===== config.mk =====
export PLATFORM = sky130hd
export DESIGN_NAME = mystic_wb_arbiter
export DESIGN_NICKNAME = d
export VERILOG_FILES = /design/src/rtl/mystic_pkg.sv /design/src/rtl/mystic_rr_arbiter.sv /design/src/rtl/mystic_wb_arbiter.sv
export SDC_FILE = /design/constraint.sdc
export NUM_CORES = 1
export LEC_CHECK = 0
export ABC_AREA = 1
export BUFFER_PORTS_ARGS = -buffer_cell sky130_fd_sc_hd__buf_2
export CAP_MARGIN = 20
export CORE_AREA = 2 2 116 118
export DETAILED_ROUTE_END_ITERATION = 6
export DIE_AREA = 0 0 118 120
export PLACE_DENSITY = 0.66
export SLEW_MARGIN = 20
export SYNTH_ARGS = -nofsm -noshare
export SYNTH_HDL_FRONTEND = slang
export SYNTH_SLANG_ARGS = --single-unit

===== constraint.sdc =====
create_clock -name clk_i -period 3 [get_ports clk_i]
set_input_delay 0.3 -clock clk_i [delete_from_list [all_inputs] [get_ports clk_i]]
set_output_delay 0.3 -clock clk_i [all_outputs]
set_load 0.01 [all_outputs]

===== src/rtl/mystic_pkg.sv =====
// Shared constants for the mystic RV64 core: data width, register address
// width and the fixed writeback requester indices.
package mystic_pkg;

   localparam int XLEN            = 64;
   localparam int REG_ADDR_W      = 5;
   localparam int REQ_ALU         = 0;
   localparam int REQ_LSU         = 1;
   localparam int REQ_MDU         = 2;
   localparam int NUM_REQ_DEFAULT = 3;

endpackage


===== src/rtl/mystic_rr_arbiter.sv =====
// Combinational round-robin picker: grants the first asserted request at or
// above ptr_i, wrapping past NUM_REQ-1 back to 0. Shared with other port arbiters.
module mystic_rr_arbiter #(
   parameter int NUM_REQ = 3,
   parameter int IDX_W   = (NUM_REQ > 1) ? $clog2(NUM_REQ) : 1
) (
   input  logic [NUM_REQ-1:0] req_i,
   input  logic [IDX_W-1:0]   ptr_i,
   input  logic               en_i,
   output logic [NUM_REQ-1:0] gnt_o,
   output logic [IDX_W-1:0]   idx_o,
   output logic               gnt_valid_o
);

   always_comb begin
      int slot;
      gnt_o       = '0;
      idx_o       = '0;
      gnt_valid_o = 1'b0;
      slot        = 0;
      // Walk the priority order ptr, ptr+1, ... and take the first hit.
      for (int i = 0; i < NUM_REQ; i++) begin
         slot = (int'(ptr_i) + i) % NUM_REQ;
         for (int j = 0; j < NUM_REQ; j++) begin
            if (en_i && !gnt_valid_o && (j == slot) && req_i[j]) begin
               gnt_o[j]    = 1'b1;
               idx_o       = IDX_W'(j);
               gnt_valid_o = 1'b1;
            end
         end
      end
   end

endmodule


===== src/rtl/mystic_wb_arbiter.sv =====
// Register-file write-port arbiter: one round-robin grant per cycle from the
// writeback sources, registered write triple, saturating contention counter.
module mystic_wb_arbiter
   import mystic_pkg::*;
#(
   parameter int NUM_REQ = NUM_REQ_DEFAULT,
   parameter int XLEN    = mystic_pkg::XLEN,
   parameter int CNT_W   = 16
) (
   input  logic                         clk_i,
   input  logic                         rstn_i,
   input  logic [NUM_REQ-1:0]           req_valid_i,
   input  logic [NUM_REQ*REG_ADDR_W-1:0] req_rd_i,
   input  logic [NUM_REQ*XLEN-1:0]      req_data_i,
   output logic [NUM_REQ-1:0]           req_ready_o,
   input  logic                         stall_i,
   output logic                         regfile_WriteEnable_o,
   output logic [REG_ADDR_W-1:0]        instr_rd_o,
   output logic [XLEN-1:0]              regfile_WriteData_o,
   output logic [CNT_W-1:0]             contention_cnt_o
);

   localparam int IDX_W = (NUM_REQ > 1) ? $clog2(NUM_REQ) : 1;

   logic [NUM_REQ-1:0]    gnt;
   logic [IDX_W-1:0]      gnt_idx;
   logic                  gnt_vld;
   logic [IDX_W-1:0]      ptr_d, ptr_q;
   logic                  we_d, we_q;
   logic [REG_ADDR_W-1:0] rd_d, rd_q, rd_sel;
   logic [XLEN-1:0]       data_d, data_q, data_sel;
   logic [CNT_W-1:0]      cnt_d, cnt_q;
   logic                  seen, multi;

   // Reset gates the grant so nothing is consumed while the core is held.
   mystic_rr_arbiter #(
      .NUM_REQ (NUM_REQ),
      .IDX_W   (IDX_W)
   ) u_rr (
      .req_i       (req_valid_i),
      .ptr_i       (ptr_q),
      .en_i        (rstn_i & ~stall_i),
      .gnt_o       (gnt),
      .idx_o       (gnt_idx),
      .gnt_valid_o (gnt_vld)
   );

   assign req_ready_o = gnt;

   always_comb begin
      rd_sel   = '0;
      data_sel = '0;
      seen     = 1'b0;
      multi    = 1'b0;
      for (int k = 0; k < NUM_REQ; k++) begin
         if (gnt[k]) begin
            rd_sel   = req_rd_i[REG_ADDR_W*k +: REG_ADDR_W];
            data_sel = req_data_i[XLEN*k +: XLEN];
         end
         if (req_valid_i[k]) begin
            multi = multi | seen;
            seen  = 1'b1;
         end
      end
   end

   always_comb begin
      ptr_d  = ptr_q;
      we_d   = 1'b0;
      rd_d   = rd_q;
      data_d = data_q;
      cnt_d  = cnt_q;
      if (gnt_vld) begin
         ptr_d  = (int'(gnt_idx) == NUM_REQ - 1) ? '0 : gnt_idx + 1'b1;
         we_d   = (rd_sel != '0);
         rd_d   = rd_sel;
         data_d = data_sel;
      end
      if (!stall_i && multi && (cnt_q != '1)) begin
         cnt_d = cnt_q + 1'b1;
      end
   end

   always_ff @(posedge clk_i) begin
      if (!rstn_i) begin
         ptr_q  <= '0;
         we_q   <= 1'b0;
         rd_q   <= '0;
         data_q <= '0;
         cnt_q  <= '0;
      end else begin
         ptr_q  <= ptr_d;
         we_q   <= we_d;
         rd_q   <= rd_d;
         data_q <= data_d;
         cnt_q  <= cnt_d;
      end
   end

   assign regfile_WriteEnable_o = we_q;
   assign instr_rd_o            = rd_q;
   assign regfile_WriteData_o   = data_q;
   assign contention_cnt_o      = cnt_q;

endmodule


==> out/qor.yml <==
yosysWarningCount: 0
max_stage_delay_ns: 0.33
critPathLaunchType: "flip-flop"
synth.most_common_cell: "nand2_1"
cts_max_path_buffers: 2
wl_per_cell_um: 13.89
pwr-share-clk_pct: 32.7
worstPathRequired_ns: 2.70
crit_type: "reg -> out"
slew_violations: 0
layout-drive-gt1-share_pct: 36.75
grt_pass1_wl_mm: 24.01
setup_viol: 0
fin_cells: 1093
vias: 5131
start_util_pct: 31.82
power.internal_uw: 2719
overflow: 0
synth.distinct_cells: 27
grt_pass1_vias: 4872
yosysTopAreaCellShare_pct: 42.65
io_buffers: 301
crit_chain: "inv_1, ha_1, nand4_1, nand2_1, a21oi_1, nand3_1, a21oi_2, nand3_2, nand2_2, buf_12, buf_2"
hold-worst-slack_ns: 0.1655
place_area_mm2: 0.005848
wirelength_mm: 15.18
die_h_um: 120
clk_latency_ns: 0.34
rows: 42
tns_ns: 0
via_per_inst: 4.694
power_frac_comb_pct: 27.8
place_hpwl_mm: 11.73
nets: 1128
p_switching_uw: 1258
crit_path_end_kind: "output pin"
cts_root_buf: "clkbuf_16"
synth-async-reset-ratio_pct: 0
cts.sinks: 88
post-cts-setup-buffer-count: 0
fmax_mhz: 366.9
die_x_um: 118
gp_congestion: 0.8603
path_clk_slew_ns: 0.07
synth_common_cells: "nand2_1 (311), dfxtp_1 (88), nand4_1 (70)"
path_buf_inv: 3
drc: 0
ctsHoldBuffers: 0
grtUsageTotal_pct: 21.15
antenna_found_initial: 0
cp_max_fo: 35
synth_edf_count: 0
drt_iter0_markers: 205
run_status: "finished clean"
syn-cell-area_mm2: 0.004130
syn_inst: 619
yosys.area.top_type: "dfxtp_1"
ant_nets: 0
grt_max_degree: 57
syn-num-nets: 835
skew_ns: 0.005475
post-route-min-period_ns: 2.725
cts_tree: "done"
holdPathStages: 3
drt-pass1-iter-count: 4
synth.top_cells.by_area: "dfxtp_1 (43%), nand2_1 (28%), nand4_1 (11%)"
ir_drop_uv: 290.9
dieArea_mm2: 0.01416
diodes: 0
hold_path.class: "in -> reg"
worst_pin_slew_ns: 0.3344
coreArea_mm2: 0.01298
crit_path_top_delay_cell: "dfxtp_1"
crit_arrival_ns: 2.43
finalPower_uw: 3976
h-tree-depth: 3
synth-main-ff-cell: "dfxtp_1"
cts_buffers: 9
ioPinCount: 302
dpl.cell_count: 1077
rsz0062_at_grt: "no"
p_leak_uw: 0.003134
syn_to_final_growth_pct: 50.29
hold_viol: 0
slew_headroom_pct: 77.51
yosys_register_bits: 88
cts-resized-gates: 0
final_cell_area_mm2: 0.006207
drv_cap: 0
avgSynthCellArea_um2: 6.672
switching_share_pct: 31.63
cp_top_family: "simple AND/OR/NAND/NOR gates"
power.density_mw_per_mm2: 640.6
r2r_cells: 15
cp.depth: 11
power_frac_seq_pct: 39.6
synth-seq-area-share_pct: 42.65
fin_crit_sh_pct: 90.85
worst register-to-register path, cell delays in order (launching register included):
cell     delay [ns]
dfxtp_1        0.33
inv_1          0.06
ha_1           0.30
nand4_1        0.15
nand2_1        0.06
a21oi_1        0.16
nand3_1        0.15
a21oi_2        0.19
nand3_2        0.15
nand2_2        0.14
buf_12         0.21
nand2_1        0.07
nand2_1        0.08
nand2_1        0.05
nor2_1         0.12
nand3_1        0.09
state kept, by name, summed over array words and instances, names as in the netlist:
| signal | flops |
|---|---|
| regfile_WriteData_o | 64 |
| contention_cnt_o | 16 |
| instr_rd_o | 5 |
| ptr_q | 2 |
| regfile_WriteEnable_o | 1 |
layout by cell type (no fill, tap or decap), drive strengths merged:
master,count
bufinv,3
a21oi,14
o22ai,1
nor2,16
o21ba,1
nand4,70
clkinvlp,4
o21bai,2
nand3,19
o21ai,10
dfxtp,88
nand2,312
inv,34
xor2,1
o21a,2
buf,311
a21boi,2
nor4,3
a31oi,2
nor3b,4
clkbuf,9
nor3,5
clkinv,1
ha,3
power groups by stage:
stage | Sequential (uW) | Clock [uW] | Combinational, uW
floorplan | 1710 | 0 | 423
global placement | 1590 | 0 | 1110
detailed placement | 1590 | 0 | 1120
CTS | 1570 | 1340 | 1120
global route | 1610 | 1380 | 1230
finish | 1570 | 1300 | 1100
logic make-up (layout without fill, tap and decap cells):
logic type / Yosys count / in the layout / share of synthesized area, %
AO/OA/AOI/OAI: 34 / 34 / 4.695
flip-flops: 88 / 88 / 42.65
AND/OR/NAND/NOR: 429 / 429 / 44.99
buffers and inverters: 64 / 362 / 6.543
adder cells (fa/ha/maj): 3 / 3 / 0.9089
XOR/XNOR: 1 / 1 / 0.2121
path summary, 6_finish.rpt:
check	start	endpoint	slack, ns
setup / recovery	ptr_q[0]$_SDFFE_PN0P_	req_ready_o[1]	0.27
setup reg to reg	ptr_q[0]$_SDFFE_PN0P_	regfile_WriteEnable_o$_SDFF_PN0_	0.55
hold reg to reg	regfile_WriteData_o[32]$_SDFFE_PN0P_	regfile_WriteData_o[32]$_SDFFE_PN0P_	0.45
hold / removal	req_data_i[40]	regfile_WriteData_o[40]$_SDFFE_PN0P_	0.17
routing by layer:
| metal | wire length, um | share of wire (%) | global-route usage [%] | vias up |
|---|---|---|---|---|
| met5 | 0 | 0 | 0 | - |
| met4 | 282 | 1.9 | 6.777 | 0 |
| met3 | 1193 | 7.9 | 6.226 | 21 |
| met2 | 7353 | 48 | 37.10 | 226 |
| met1 | 6353 | 42 | 24.77 | 2275 |
| li1 | - | - | - | 2609 |
final cells by class:
| type | instances | area (um2) |
|---|---|---|
| clock buffers | 9 | 225.2 |
| clock inverters | 7 | 120.1 |
| fillers | 1364 | 6773 |
| inverters | 35 | 131.4 |
| multi-input cells | 467 | 2117 |
| flip-flops and latches | 88 | 1762 |
| well taps | 176 | 220.2 |
| repair buffers | 311 | 1632 |
metrics by stage:
step / worst slack, ns / utilization, %
final: 0.2745 / 47.82
after global routing: 0.05615 / 47.82
after CTS: 0.1447 / 47.72
after detailed placement: 0.4893 / 45.05
after global placement: 0.5485 / 45.05
after floorplan: 0.8197 / -
Note: power is estimated with default switching activity, not from simulation.
